## config.mk

```make
export PLATFORM = sky130hd
export DESIGN_NAME = div_int_gen
export DESIGN_NICKNAME = d
export VERILOG_FILES = /design/src/rtl/div_int_gen.sv
export SDC_FILE = /design/constraint.sdc
export NUM_CORES = 1
export LEC_CHECK = 0
export CAP_MARGIN = 20
export CORE_MARGIN = 1.5
export CORE_UTILIZATION = 45
export DETAILED_ROUTE_END_ITERATION = 10
export PLACE_DENSITY = 0.69
export REMOVE_ABC_BUFFERS = 1
export SETUP_SLACK_MARGIN = 0.15
export SYNTH_ARGS = -nofsm -noshare
export SYNTH_HDL_FRONTEND = slang
export SYNTH_SLANG_ARGS = --single-unit
export TNS_END_PERCENT = 100
```

## constraint.sdc

```tcl
create_clock -name clk -period 3 [get_ports clk]
set_input_delay 0.6 -clock clk [delete_from_list [all_inputs] [get_ports clk]]
set_output_delay 0.6 -clock clk [all_outputs]
set_load 0.005 [all_outputs]
```

## src/rtl/div_int_gen.sv

```systemverilog
// rtl/div_int_gen.sv - restoring integer divider, unsigned or optional signed (DIV_INT_GEN_SIGNED_EN)
module div_int_gen #(
  parameter int WIDTH = 8
) (
  input  logic             clk,
  input  logic             rst_n,
  input  logic             start,
  input  logic             sgn,
  input  logic [WIDTH-1:0] x,
  input  logic [WIDTH-1:0] y,
  output logic             busy,
  output logic             valid,
  output logic             dbz,
  output logic             ovf,
  output logic [WIDTH-1:0] q,
  output logic [WIDTH-1:0] r
);

  localparam int CW = (WIDTH > 1) ? $clog2(WIDTH) : 1;

  typedef enum logic [1:0] {IDLE, CALC, FIX, DONE} state_t;

  state_t           state, state_nxt;
  logic [CW-1:0]    cnt;
  logic [WIDTH-1:0] dvd, dvs, rem;
  logic [WIDTH-1:0] x_mag, y_mag, q_fix, r_fix, rem_nxt;
  logic [WIDTH:0]   shifted;
  logic             sgn_eff, is_zero, is_ovf, fits;

`ifdef DIV_INT_GEN_SIGNED_EN
  logic q_neg, r_neg;
  assign sgn_eff = sgn;
  assign is_ovf  = sgn && (x == {1'b1, {(WIDTH-1){1'b0}}}) && (&y);
  assign q_fix   = q_neg ? -dvd : dvd;
  assign r_fix   = r_neg ? -rem : rem;
`else
  logic unused_sgn;
  assign unused_sgn = sgn;
  assign sgn_eff    = 1'b0;
  assign is_ovf     = 1'b0;
  assign q_fix      = dvd;
  assign r_fix      = rem;
`endif

  assign is_zero = (y == '0);
  assign x_mag   = (sgn_eff && x[WIDTH-1]) ? -x : x;
  assign y_mag   = (sgn_eff && y[WIDTH-1]) ? -y : y;

  // dvd shifts out dividend bits at the top and collects quotient bits at the bottom
  assign shifted = {rem, dvd[WIDTH-1]};
  assign fits    = (shifted >= {1'b0, dvs});
  assign rem_nxt = fits ? WIDTH'(shifted - {1'b0, dvs}) : shifted[WIDTH-1:0];

  always_ff @(posedge clk or negedge rst_n) begin
    if (!rst_n) state <= IDLE;
    else        state <= state_nxt;
  end

  always_comb begin
    state_nxt = state;
    busy      = 1'b0;
    valid     = 1'b0;
    case (state)
      IDLE: if (start) state_nxt = (is_zero || is_ovf) ? DONE : CALC;
      CALC: begin
        busy = 1'b1;
        if (cnt == CW'(WIDTH-1)) state_nxt = FIX;
      end
      FIX: begin
        busy      = 1'b1;
        state_nxt = DONE;
      end
      DONE: begin
        valid     = 1'b1;
        state_nxt = IDLE;
      end
      default: state_nxt = IDLE;
    endcase
  end

  always_ff @(posedge clk or negedge rst_n) begin
    if (!rst_n) begin
      cnt <= '0;
      dvd <= '0;
      dvs <= '0;
      rem <= '0;
      q   <= '0;
      r   <= '0;
      dbz <= 1'b0;
      ovf <= 1'b0;
`ifdef DIV_INT_GEN_SIGNED_EN
      q_neg <= 1'b0;
      r_neg <= 1'b0;
`endif
    end else begin
      case (state)
        IDLE: if (start) begin
          cnt <= '0;
          dvd <= x_mag;
          dvs <= y_mag;
          rem <= '0;
          dbz <= is_zero;
          ovf <= is_ovf && !is_zero;
          r   <= '0;
          // overflow case answers immediately with the dividend as quotient
          q   <= (is_ovf && !is_zero) ? x : '0;
`ifdef DIV_INT_GEN_SIGNED_EN
          q_neg <= sgn_eff & (x[WIDTH-1] ^ y[WIDTH-1]);
          r_neg <= sgn_eff & x[WIDTH-1];
`endif
        end
        CALC: begin
          rem <= rem_nxt;
          dvd <= {dvd[WIDTH-2:0], fits};
          cnt <= cnt + 1'b1;
        end
        FIX: begin
          q <= q_fix;
          r <= r_fix;
        end
        default: ;
      endcase
    end
  end

endmodule

```

# Word level (Yosys, flattened, before mapping)

Index checks and enable logic that the tools add are counted.

Word-level logic and storage cells: 41
Input bits: 20
Register bits: 46

Add/sub/neg operators: 2
$lt $le $gt $ge: 1
Reductions and logical operators: 9
Muxes and demuxes: 15
Equal/unequal tests: 6

Operator list:

| kind                                                             | number |
|---|---|
| 8-bit case mux with 2 select lines                               | 4 |
| 8-bit 2-to-1 mux                                                 | 3 |
| 9-bit by 8-bit greater-or-equal comparator with 1-bit output     | 1 |
| 8-bit logical NOT                                                | 1 |
| 2-bit case mux with 4 select lines                               | 1 |
| 2-bit AND reduction                                              | 4 |
| 8-bit subtractor                                                 | 1 |
| 2-bit 2-to-1 mux                                                 | 3 |
| 3-bit case mux with 2 select lines                               | 1 |
| 2-bit == test (second input constant)                            | 2 |
| 2-bit != test (second input constant)                            | 2 |
| 2-bit nonzero test                                               | 2 |
| 3-bit by 1-bit adder with 3-bit output (second input constant)   | 1 |
| 3-bit == test (second input constant)                            | 1 |
| 3-bit 2-to-1 mux                                                 | 1 |
| 2-bit by 1-bit == test with 1-bit output (second input constant) | 1 |
| 2-bit logical NOT                                                | 1 |
| 1-bit 2-to-1 mux                                                 | 2 |
| 2-bit OR reduction                                               | 1 |

# Logic depth before layout (Yosys ltp)

Gate-level depths: netlist (run 1).

Word-level depth: 4
Depth in mapped cells: 8
Mapped depth without buffers: 8

# Worst setup path before layout (run 1)

No wires, ideal clock.

Kind: reg2reg
Start point: reg dvd[7]
End point: reg rem[6], in the netlist r_fix[6]
Data required time: 2.879 ns
Slack: 1.212 ns
Cell stages (with the launch flop): 9
Library setup time: 0.121 ns
Buffers on the path: 0
Arrival: 1.667 ns
Cell sequence: dfrtp_1 > inv_1 > ha_1 > fa_1 > nand2b_1 > a21oi_1 > mux2i_1 > a211o_1 > nand2_1

Cells in the longest elaborated chain, start to end: 3

RTL lines:

| what                                                                                                    | line   | text |
|---|---|---|
| from (decl)                                                                                             | 25     | `logic [WIDTH-1:0] dvd, dvs, rem;` |
| from (signal assigned)                                                                                  | 99     | `dvd <= x_mag;` |
| from (signal assigned)                                                                                  | 114    | `dvd <= {dvd[WIDTH-2:0], fits};` |
| 8-bit subtractor / 9-bit by 8-bit greater-or-equal comparator with 1-bit output (equally long branches) | 52, 51 |  |
| 8-bit 2-to-1 mux (*)                                                                                    | 52     | `assign rem_nxt = fits ? WIDTH'(shifted - {1'b0, dvs}) : shifted[WIDTH-1:0];` |
| 8-bit case mux with 2 select lines (*)                                                                  | 96     | `case (state)` |
| to (signal assigned)                                                                                    | 113    | `rem <= rem_nxt;` |
| to (decl)                                                                                               | 25     |  |

Mark *: on every way between the ends. The rest lies on a longest branch, timed or not.
A chain may end at the register's enable or synchronous reset.

# Worst setup path in the final report (run 1)

Start point: reg rem[5], in the netlist r_fix[5]
End point: reg rem[0], in the netlist r_fix[0]

Cells in the longest elaborated chain, start to end: 3

RTL lines:

| what                                                         | line | text |
|---|---|---|
| 9-bit by 8-bit greater-or-equal comparator with 1-bit output | 51   | `assign fits = (shifted >= {1'b0, dvs});` |
| 8-bit 2-to-1 mux                                             | 52   |  |
| 8-bit case mux with 2 select lines                           | 96   |  |

Every way passes these cells.

==> flow_results.org, run 1 <==
** Run status
- The run finished with clean final reports.

** Timing
- Timing would allow up to 453 MHz.
- Final worst setup slack :: 794 ps
- Final number of max-transition violations :: 0
- Clock tree skew after final layout :: 7.15 ps
- After routing, the total negative slack on setup checks comes to 0 ps.
- Number of endpoints with negative hold slack in the final report :: 0
- Setup repair after global routing left no endpoint under its margin.
- The clock period could shrink to 2210 ps.
- Headroom to the max-slew limit came out at 0.542.
- Measured slew at the worst slew-check pin :: 687 ps
- Number of setup violations in the final report :: 0
- Final worst-path cycle share :: 0.735

** Route
- Number of violations reported at the end of detailed-routing iteration 0 :: 119
- Remaining routing DRC violations :: 0
- In this run the remaining antenna-violating nets after routing total 0.
- Routed WL per cell :: ~15 um
- First-pass DRT Iterations :: 4
- After detailed routing, the number of vias per cell comes to around 5.3.
- Summed over all layers, the routed wires come to 5.15 mm.
- Vias post-DR :: approximately 1,800

** Finish
- Post-layout net count :: just over 300
- Measured on the finished design, the core utilization comes to 0.567.
- Summing all flip-flop and latch instances after layout gives between 1000 and 1500 um^2.
- Area of the multi-input gates :: 1250 um^2
- 0 antenna diodes ended up in the layout.
- Counting the fill cells in the layout gives 495.
- Compared with the post-synthesis result, the final layout area differs by 22.8%.
- Ratio of cells with drive above 1 in the final layout :: 0.131

** Logic synthesis
- Cells after Synth :: ~230
- The Yosys step of the flow raised 0 warnings.
- Counting flops with a built-in enable in the synthesized netlist gives 0.
- In the synthesized netlist the async set-or-reset flop fraction comes to 1.00.
- A synthesized cell averages 10.7 um^2.
- Synthesized cell area :: between 2000 and 3000 um^2
- Post-synthesis sequential element count :: 46
- Netlist cell types :: 48
- Sequential element share of the synthesized area :: 0.458
- Predominant post-synthesis flop cell :: sky130_fd_sc_hd__dfrtp_1

** GRT
- Initial antenna violation count :: 0
- For this run the aggregate overflow at the end of global routing stands at 0.
- Across every metal layer, demand over resource in global routing totals 0.191.
- First-pass GRT wire length :: 9.07 mm
- The via count of the first global-routing pass is 1,839.
- Entering global routing, the biggest net connects 47 pins.

** Worst setup path
- Largest stage delay on the critical path :: 440 ps
- The critical path in this run is classified as reg -> reg.
- Required time worst endpoint :: between 3000 and 4000 ps
- STA puts the critical path data arrival time at 2430 ps.
- The cell that appears most often on the critical path is sky130_fd_sc_hd__a21oi_2.
- The worst setup path is launched from a flip-flop.
- Cell-by-cell trace of the critical path :: ha_1, a21oi_2, o221ai_2, a21oi_2, buf_4, mux2_2, o21ai_1
- STA classifies the critical path endpoint as a flip-flop.
- Of all nets on the critical path, the largest fanout is 10.
- Among all stages on the critical path, the largest delay is contributed by sky130_fd_sc_hd__dfrtp_1.

** Power
- P per Cell Area :: 1120 nW/um^2
- In this run the static leakage power is approximately 1.4 nW.
- Across the VDD grid, the largest voltage drop is 0.000574 V.

** CTS
- Post-CTS Hold Buffers :: 0
- The clock reaches the later pin of the worst-skew pair after 310 ps.
- Clock tree synthesis selected as its root buffer the cell sky130_fd_sc_hd__clkbuf_8.
- Number of clock buffers inserted by TritonCTS :: 5
- Counting along the longest clock path gives a buffer depth of 2.
- Setup Buffers After CTS :: 0
- Count of clock tree sinks :: 46
- The number of gates resized after CTS was 0.
- TritonCTS clock tree :: built
- Clock transition time at the flip-flop clock pins of the worst setup and hold paths :: around 90 ps
- The H-tree was split into 2 levels.

** Floorplanning
- I/O pins :: 40
- Floorplan die width :: 77.7 um
- The floorplan has 27 rows.
- Full die area :: 6040 um^2
- Core area :: 5440 um^2
- The initial utilization of the core area, before any placement, comes to 0.462.
- Height of the chip :: between 70 and 80 um

** Placed design
- Routability congestion estimate from global placement :: 0.741
- At the placement stage, the worst setup path has a slack of between 800 and 900 ps.
- Detailed placement HPWL :: 3.73 mm
- Port-buffer cells :: 37

** Hold path
- Min-delay worst type :: in -> async

** Job
- Number of max-cap violations :: 0
## metal layers
layer / vias up / part of all wire / global-route usage
li1: 923 / - / -
met1: 879 / 0.49 / 0.273
met2: 35 / 0.47 / 0.293
met3: 6 / 0.027 / 0.0353
met4: 0 / 0.012 / 0.0600
met5: - / 0 / 0
## layout make-up
type | count | share of cell area
clock buffer | 5 | 0.0223
sequential | 46 | 0.373
multi-input combinational | 163 | 0.406
clock inverter | 3 | 0.0130
inverter | 14 | 0.0170
timing repair buffer | 44 | 0.140
tap | 72 | 0.0292
## report_power, final
| part | switching, mW | internal [mW] | leakage (nW) | total, mW |
|---|---|---|---|---|
| registers | 0.208 | 0.882 | 0.590 | 1.09 |
| clock network | 0.215 | 0.245 | 0.0579 | 0.460 |
| logic | 0.986 | 0.924 | 0.743 | 1.91 |
## critical path: cells and delay by family, from the launching register on
| family | cells | cell delay (ps) |
|---|---|---|
| AOI/OAI and AO/OA | 4 | 710 |
| adders and majority gates | 1 | 390 |
| buffers and inverters | 1 | 240 |
| DFF | 1 | 440 |
| muxes | 1 | 350 |
## final timing paths
kind	from	end	slack [ps]	cells after the start
max in group asynchronous	rst_n	dvs[6]	2270	2
hold reg to reg	dbz	dbz	490	1
hold / removal	rst_n	q[4]	220	1
setup reg to reg	r_fix[5]	r_fix[0]	790	7
min in group clk	dbz	dbz	490	1
setup / recovery	r_fix[5]	r_fix[0]	790	7
## cell usage after synthesis, types with 2 or more instances
cell type                   n  area (um^2)
sky130_fd_sc_hd__clkbuf_1   5         18.8
sky130_fd_sc_hd__a21oi_2    2         17.5
sky130_fd_sc_hd__ha_1      14          175
sky130_fd_sc_hd__nor2b_1    2         12.5
sky130_fd_sc_hd__a21o_1     2         15.0
sky130_fd_sc_hd__and2b_2    3         26.3
sky130_fd_sc_hd__nor3_1     3         15.0
sky130_fd_sc_hd__mux2_2     9          101
sky130_fd_sc_hd__a22o_1    10         87.6
sky130_fd_sc_hd__nor2_1     6         22.5
sky130_fd_sc_hd__a22oi_1    8         60.1
sky130_fd_sc_hd__o21ai_0   20          100
sky130_fd_sc_hd__inv_1     13         48.8
sky130_fd_sc_hd__xor2_1     3         26.3
sky130_fd_sc_hd__mux2i_1   19          190
sky130_fd_sc_hd__a21oi_1    7         35.0
sky130_fd_sc_hd__o21ai_1    7         35.0
sky130_fd_sc_hd__a32oi_1    2         17.5
sky130_fd_sc_hd__nand2_1   18         67.6
sky130_fd_sc_hd__nand2b_1   2         12.5
sky130_fd_sc_hd__nand3_1    2         10.0
sky130_fd_sc_hd__or4_1      2         15.0
sky130_fd_sc_hd__buf_2      3         15.0
sky130_fd_sc_hd__dfrtp_1   46         1150
sky130_fd_sc_hd__and2_1     3         18.8
## layout by cell type (no fill, tap or decap), drive strengths merged, types with 2 or more instances in the layout
cell / count
mux2i: 19
a21oi: 9
a211oi: 2
xor2: 3
a32oi: 2
nand2: 18
nand2b: 2
a21boi: 2
nor2b: 2
a21o: 2
nor2: 6
clkdlybuf4s50: 36
buf: 8
clkinv: 2
nor3: 3
and2b: 4
a22o: 10
a22oi: 8
inv: 14
and2: 4
clkbuf: 5
mux2: 9
ha: 14
o21ai: 28
nand3: 2
dfrtp: 46
or4: 2
## per-stage QoR
step | hold slack, ps | instance area, um^2 | std cells | power [mW]
2_1_floorplan | 304 | 2450 | 223 | 2.38
3_3_place_gp | 468 | 2960 | 338 | 2.94
3_5_place_dp | 465 | 2960 | 338 | 3.01
4_1_cts | 494 | 3060 | 346 | 3.48
5_1_grt | 251 | 3080 | 347 | 3.78
6_report | 225 | 3080 | 347 | 3.46
## flip-flops by register name (all words and copies together) (netlist names)
signal and count:
dvd 8, dvs 8, q 8, r 8, r_fix 8, cnt 3, state 2, dbz 1
## cell families after synthesis
kind of cell | synth area share
other cells | 0.00149
simple gates | 0.0882
buf+inv | 0.0433
compound gates | 0.201
flops | 0.458
mux | 0.116
xor+xnor | 0.0140
fa+ha+maj | 0.0777
Note: power is estimated with default switching activity, not from simulation.
==> run 2: changes to the inputs <==
==> constraint.sdc (replaced) <==
create_clock -name clk -period 2.2 [get_ports clk]
set_input_delay 0.44 -clock clk [delete_from_list [all_inputs] [get_ports clk]]
set_output_delay 0.44 -clock clk [all_outputs]
set_load 0.005 [all_outputs]
==> run 2 against run 1 <==
  * Maximum frequency grew 13%
  * Combinational power grew 41%
  * Critical path type unchanged
  * Total power grew 36%
  * Design area grew 0.73%
  * Routed wire length shrank 0.39%
  * Register-to-register slack lost 550 ps
==> flow_results.org, run 2 (synthesized netlist as in run 1, its figures left out) <==
** Run status
- Outcome :: complete, no violations

** Route
- Number of violations reported at the end of detailed-routing iteration 0 :: 68
- In the final routed layout, each cell accounts on average for 14.5 um.
- Vias per Instance :: 5.28
- Vias post-DR :: roughly 1,900
- Wires add up to 5.13 mm.
- For this run, design rule violations remaining after detail routing come to 0.
- The pre-antenna-repair detailed-routing pass consisted of 4 iterations.
- Number of nets with antenna violations after routing :: 0

** Placed design
- Once placement completed, the tool counted placed cells totaling 344.
- Post-placement setup slack :: 194 ps
- The congestion estimate from routability-driven global placement came to 0.801.
- In this run the tool buffered the top-level ports with 37 buffer cells.
- The placed instances occupy a cell area of 3000 um^2.
- Detailed placement HPWL :: 3.86 mm

** GRT
- First-pass GRT wire length :: 9.00 mm
- Global Route Usage Sum :: 0.190
- In the global route stage, met3 resource usage came out at 0.0318.
- Met2 track demand over resource in global routing :: 0.273
- Summed over all layers, the global routing overflow is 0.
- Initial antenna violation count :: 0
- Most congested layer reported by global routing :: met1
- Via count of the first global-routing pass :: 1,839
- Entering global routing, the biggest net connects 22 pins.
- For this run, global-route usage on met1 was measured as 0.288.

** CTS
- CTS built an H-tree with a depth of 2.
- Number of clock buffers inserted by TritonCTS :: 5
- TritonCTS clock tree :: built
- Clock tree buffer depth :: 2
- CTS Root Cell :: sky130_fd_sc_hd__clkbuf_8
- Clock transition time at the flip-flop clock pins of the worst setup and hold paths :: 90 ps
- Post-CTS Hold Buffers :: 0
- Clock latency on the worst-skew pair, taken at its later pin, is ~300 ps.
- Counting every sink on the clock net gives 46.

** Power
- Leakage power :: 1.41 nW
- Internal power consumption :: 2.76 mW
- Power, Total :: 4.71 mW
- VDD IR-drop max :: 0.000795 V
- The share of total power dissipated in the clock network is 0.111.
- Sequential share of power :: 0.315
- Switching part of the total :: 0.414
- Total net switching power :: 1.95 mW
- The share of total power dissipated in combinational logic is 0.574.
- P per Cell Area :: 1520 nW/um^2

** Finish
- Cell area after layout :: 3110 um^2
- Across the whole layout, storage elements account for 1150 um^2.
- Post-route non-filler standard cell count :: 353
- Syn-to-layout area delta :: 23.7%
- Inserted Diodes :: 0
- Post-route core utilization :: 0.571
- Leaving out fill and tap cells, the most frequent cells in the layout are 46 x sky130_fd_sc_hd__dfrtp_1, 35 x sky130_fd_sc_hd__clkdlybuf4s50_1, 20 x sky130_fd_sc_hd__o21ai_0.
- In the final layout, the multi-input gates occupy 1260 um^2.
- The final layout contains 315 nets.
- Fill cells in the final layout number 479.
- Ratio of cells with drive above 1 in the final layout :: 0.157
- The library cell used most frequently in the layout, excluding fill and tap cells, is sky130_fd_sc_hd__dfrtp_1.

** Timing
- Clock tree skew after final layout :: 8.25 ps
- Final number of max-transition violations :: 0
- Setup repair after global routing could not meet its margin everywhere.
- Setup violations remaining at the end of the flow were counted as 0.
- In the finished design, the share of the clock period the worst path needs comes to 0.891.
- For this run, the top clock speed supported by timing is 510 MHz.
- At the pin with the least slew margin, the transition time is 517 ps.
- Once routing completed, OpenROAD measured the worst setup slack at 240 ps.
- After layout, the minimum clock period comes to 1960 ps.
- The final number of hold-violating endpoints is 0.
- Hold slack :: slightly below 6 ps
- Relative slew slack :: 0.653
- Adding up every negative setup slack in the final design gives 0 ps.

** Job
- The tool flagged a number of max-cap violations equal to 0.

** Worst setup path
- Data on the critical path is required at its endpoint by 2390 ps.
- The worst register-to-register path has a depth of 8.
- For flop-to-flop paths, the worst setup slack is roughly 240 ps.
- Data on the critical path arrives at its endpoint at 2150 ps.
- Worst setup SP type :: flip-flop
- The setup path with the least slack is of type reg -> reg.
- Of all nets on the critical path, the largest fanout is 3.
- The worst register-to-register path ends at r_fix[6].
- The worst setup path is captured at a flip-flop.
- The worst register-to-register path begins at dvd[7].

** Floorplanning
- Height of the chip :: 77.7 um
- Full die area :: 6040 um^2
- Core area :: approximately 5400 um^2
- The initial utilization of the core area, before any placement, comes to 0.462.
- Placement Rows :: 27
- The floorplan step set the die width to slightly below 80 um.
- I/O pins :: 40

** Hold path
- The tightest min-delay check is of the in -> async type.
## run 2: cell types whose count changed in the layout (fill, tap and decap cells not counted), sizes merged
cell,before,now
clkinvlp,0,1
buf,8,14
dlymetal6s2s,0,1
clkdlybuf4s50,36,35
bufinv,1,0
## run 2: critical path, stage by stage (launching register included)
cell and delay, ps:
sky130_fd_sc_hd__dfrtp_1 380, sky130_fd_sc_hd__inv_1 70, sky130_fd_sc_hd__ha_1 250, sky130_fd_sc_hd__fa_1 400, sky130_fd_sc_hd__nand2b_1 180, sky130_fd_sc_hd__a21oi_1 160
sky130_fd_sc_hd__mux2i_1 200, sky130_fd_sc_hd__a211o_1 150, sky130_fd_sc_hd__nand2_1 50
## run 2: timing repair
action	in CTS	in global routing
setup endpoints to repair	0	6
setup buffers	0	1
gates resized for setup	0	3
## run 2: layout make-up
class,count,area share
multi-input combinational,163,0.405
sequential,46,0.371
timing repair buffer,50,0.150
tap,72,0.0290
clock buffer,5,0.0222
inverter,14,0.0169
clock inverter,3,0.00685
## run 2: power by group through the flow
stage	clock network, mW	logic, mW	registers [mW]
after floorplan	0	1.82	1.43
after global placement	0	2.62	1.48
after detailed placement	0	2.67	1.51
after CTS	0.538	2.69	1.49
after global routing	0.582	3.01	1.55
final	0.524	2.70	1.48
## run 2: layer usage
| metal | up-vias | routed length (um) |
|---|---|---|
| met5 | - | 0 |
| met1 | 874 | 2570 |
| met4 | 0 | 68 |
| met2 | 52 | 2270 |
| met3 | 7 | 219 |
| li1 | 931 | - |
## run 2: worst max path at each step
stage | start | to | slack, ps
global route | dvd[7] | r_fix[6] | 120
CTS | state[1] | busy | 160
global placement | y[1] | state[1] | 260
detailed placement | y[1] | state[1] | 190
floorplan | state[0] | r_fix[7] | 200
finish | dvd[7] | r_fix[6] | 240
==> run 3: changes to the inputs <==
--- a/config.mk
+++ b/config.mk
@@ -8,7 +8,9 @@
 export CAP_MARGIN = 20
 export CORE_MARGIN = 1.5
 export CORE_UTILIZATION = 45
+export CTS_BUF_LIST = sky130_fd_sc_hd__clkbuf_2 sky130_fd_sc_hd__clkbuf_4 sky130_fd_sc_hd__clkbuf_8
 export DETAILED_ROUTE_END_ITERATION = 10
+export MAX_ROUTING_LAYER = met4
 export PLACE_DENSITY = 0.69
 export REMOVE_ABC_BUFFERS = 1
 export SETUP_SLACK_MARGIN = 0.15
==> run 3 against run 2 <==
  * Routed wire length about the same
  * Largest power group unchanged
  * Highest routed layer unchanged
  * Worst hold slack about the same
  * First-iteration DRC count decreased by 5.9%
==> flow_results.org, run 3 (synthesized netlist as in run 1, its figures left out) <==
** Run status
- Outcome :: complete, no violations

** CTS
- CTS built an H-tree with a depth of 2.
- The number of clock buffers added by TritonCTS is 5.
- TritonCTS clock tree :: built
- Clock tree buffer depth :: 2
- Clock latency on the worst-skew pair, taken at its later pin, is 300 ps.
- Count of clock tree sinks :: 46
- CTS Root Cell :: sky130_fd_sc_hd__clkbuf_8
- In this run, post-CTS hold repair placed 0 buffers.
- After clock tree synthesis, the clock-pin slew on the worst setup and hold paths is 90 ps.

** Route
- After detailed routing, the total wire length is a little over 5 mm.
- Met3 wire len :: 166 um
- Max Used Layer :: met4
- After the first detailed-routing iteration, the DRC count stood at 64.
- Remaining routing DRC violations :: 0
- Met2 wirelength from detailed routing :: 2.27 mm
- In this run the remaining antenna-violating nets after routing total 0.
- After detailed routing, the average wire length per cell comes to 14.5 um.
- For this run, the detailed router's first-pass iteration total came to 4.
- Vias post-DR :: 1,870
- Using the TritonRoute via totals, the vias-per-cell ratio works out to 5.30.
- In the final routing, the length of wire on met1 measures 2.63 mm.

** Floorplanning
- For this configuration, the core starts out at a cell density of 0.462.
- Core area :: 5440 um^2
- I/O pins :: 40
- Placement Rows :: 27
- Full die area :: slightly above 6000 um^2
- Height of the chip :: a little under 80 um
- Floorplan die width :: between 70 and 80 um

** Finish
- The finished layout holds 353 standard cells, fillers aside.
- Syn-to-layout area delta :: 23.7%
- Once layout is complete, the utilization of the core stands at 0.571.
- Inserted Diodes :: 0
- Post-layout net count :: 315
- In the layout the commonest cells are 46 x sky130_fd_sc_hd__dfrtp_1, 35 x sky130_fd_sc_hd__clkdlybuf4s50_1, 20 x sky130_fd_sc_hd__o21ai_0.
- In the final layout, the share of cells above drive strength 1 is 0.157.
- Commonest non-fill, non-tap cell in the layout :: sky130_fd_sc_hd__dfrtp_1

** Worst setup path
- For flop-to-flop paths, the worst setup slack is roughly 250 ps.
- STA puts the critical path data arrival time at 2140 ps.
- STA classifies the critical path endpoint as a flip-flop.
- The worst setup path is of the reg -> reg kind.
- Source of the worst register-to-register timing path :: dvd[7]
- Of all nets on the critical path, the largest fanout is 3.
- Start point of the critical path :: dvd[7]
- The worst setup path is launched from a flip-flop.
- Data on the critical path is required at its endpoint by 2390 ps.

** Timing
- Final number of max-transition violations :: 0
- Final worst setup slack :: 245 ps
- Headroom to the max-slew limit came out at 0.654.
- Setup repair after global routing could not meet its margin everywhere.
- F_max :: 512 MHz
- Setup total negative slack on the finished layout was measured at 0 ps.
- Measured slew at the worst slew-check pin :: ~520 ps
- Dividing the final minimum period by the clock period gives 0.889.
- Clock tree skew after final layout :: 8.24 ps
- Number of setup violations in the final report :: 0
- The final number of hold-violating endpoints is 0.
- Final critical delay including setup and external delays :: 1950 ps

** GRT
- Pin count of the biggest net entering global routing :: 22
- The via count of the first global-routing pass was approximately 1,800.
- GRT Residual Overflow :: 0
- Global Route Usage Sum :: 0.195
- Initial antenna violation count :: 0
- First-pass GRT wire length :: roughly 9 mm

** Power
- In this run the power density over the cells is approximately 1500 nW/um^2.
- Total net switching power :: 1.95 mW
- Fraction of power consumed by the clock network :: 0.112
- VDD IR-drop max :: around 0.00079 V
- Of the total power, the share spent switching nets is 0.413.
- Sequential share of power :: 0.315
- Internal power consumption :: 2.76 mW
- The share of total power dissipated in combinational logic is 0.573.
- Leakage power :: 1.41 nW

** Placed design
- Routability congestion estimate from global placement :: 0.812
- Port-buffer cells :: 37
- Dpl cells :: 344
- Detailed placement HPWL :: 3.86 mm
- Post-placement setup slack :: 194 ps

** Job
- Number of max-cap violations :: 0

** Hold path
- Min-delay worst type :: in -> async
[run 3: power groups by stage]
| stage | Sequential [mW] | Combinational, mW | Clock [mW] |
|---|---|---|---|
| after floorplan | 1.43 | 1.82 | 0 |
| after global placement | 1.48 | 2.62 | 0 |
| after detailed placement | 1.51 | 2.67 | 0 |
| after CTS | 1.49 | 2.69 | 0.538 |
| after global routing | 1.55 | 3.01 | 0.584 |
| final | 1.48 | 2.70 | 0.525 |
[run 3: layout make-up]
class / count / area (um^2)
fill: 479 / 2330
sequential: 46 / 1150
timing repair buffer: 50 / 465
tap: 72 / 90.1
inverter: 14 / 52.6
multi-input combinational: 163 / 1260
clock buffer: 5 / 68.8
clock inverter: 3 / 21.3
[run 3: final timing paths]
path                            end  cells past startpoint
setup / recovery           r_fix[6]                      8
hold / removal                 q[4]                      1
setup reg to reg           r_fix[6]                      8
hold reg to reg                 dbz                      1
max in group asynchronous    dvs[0]                      2
min in group clk                dbz                      1
[run 3: repair_timing]
item / CTS / global route
setup endpoints to repair: 0 / 6
buffers inserted: 0 / 1
gates resized for setup: 0 / 3
endpoints found under the hold margin: 0 / 0
[run 3: routing by layer]
layer	vias to the layer above	global-route usage
li1	932	-
met1	884	0.289
met2	47	0.273
met3	7	0.0318
met4	0	0.0600
met5	-	-
[run 3: critical path: stages, from the launching register on]
cell,delay [ps]
sky130_fd_sc_hd__dfrtp_1,380
sky130_fd_sc_hd__inv_1,70
sky130_fd_sc_hd__ha_1,240
sky130_fd_sc_hd__fa_1,400
sky130_fd_sc_hd__nand2b_1,180
sky130_fd_sc_hd__a21oi_1,160
sky130_fd_sc_hd__mux2i_1,200
sky130_fd_sc_hd__a211o_1,150
sky130_fd_sc_hd__nand2_1,50
[run 3: stage by stage]
step	area (um^2)	hold slack, ps	power, mW
6_report	3110	5.62	4.71
3_5_place_dp	3000	345	4.18
3_3_place_gp	3000	343	4.10
4_1_cts	3090	11.0	4.71
5_1_grt	3110	17.5	5.14
2_1_floorplan	2450	144	3.25
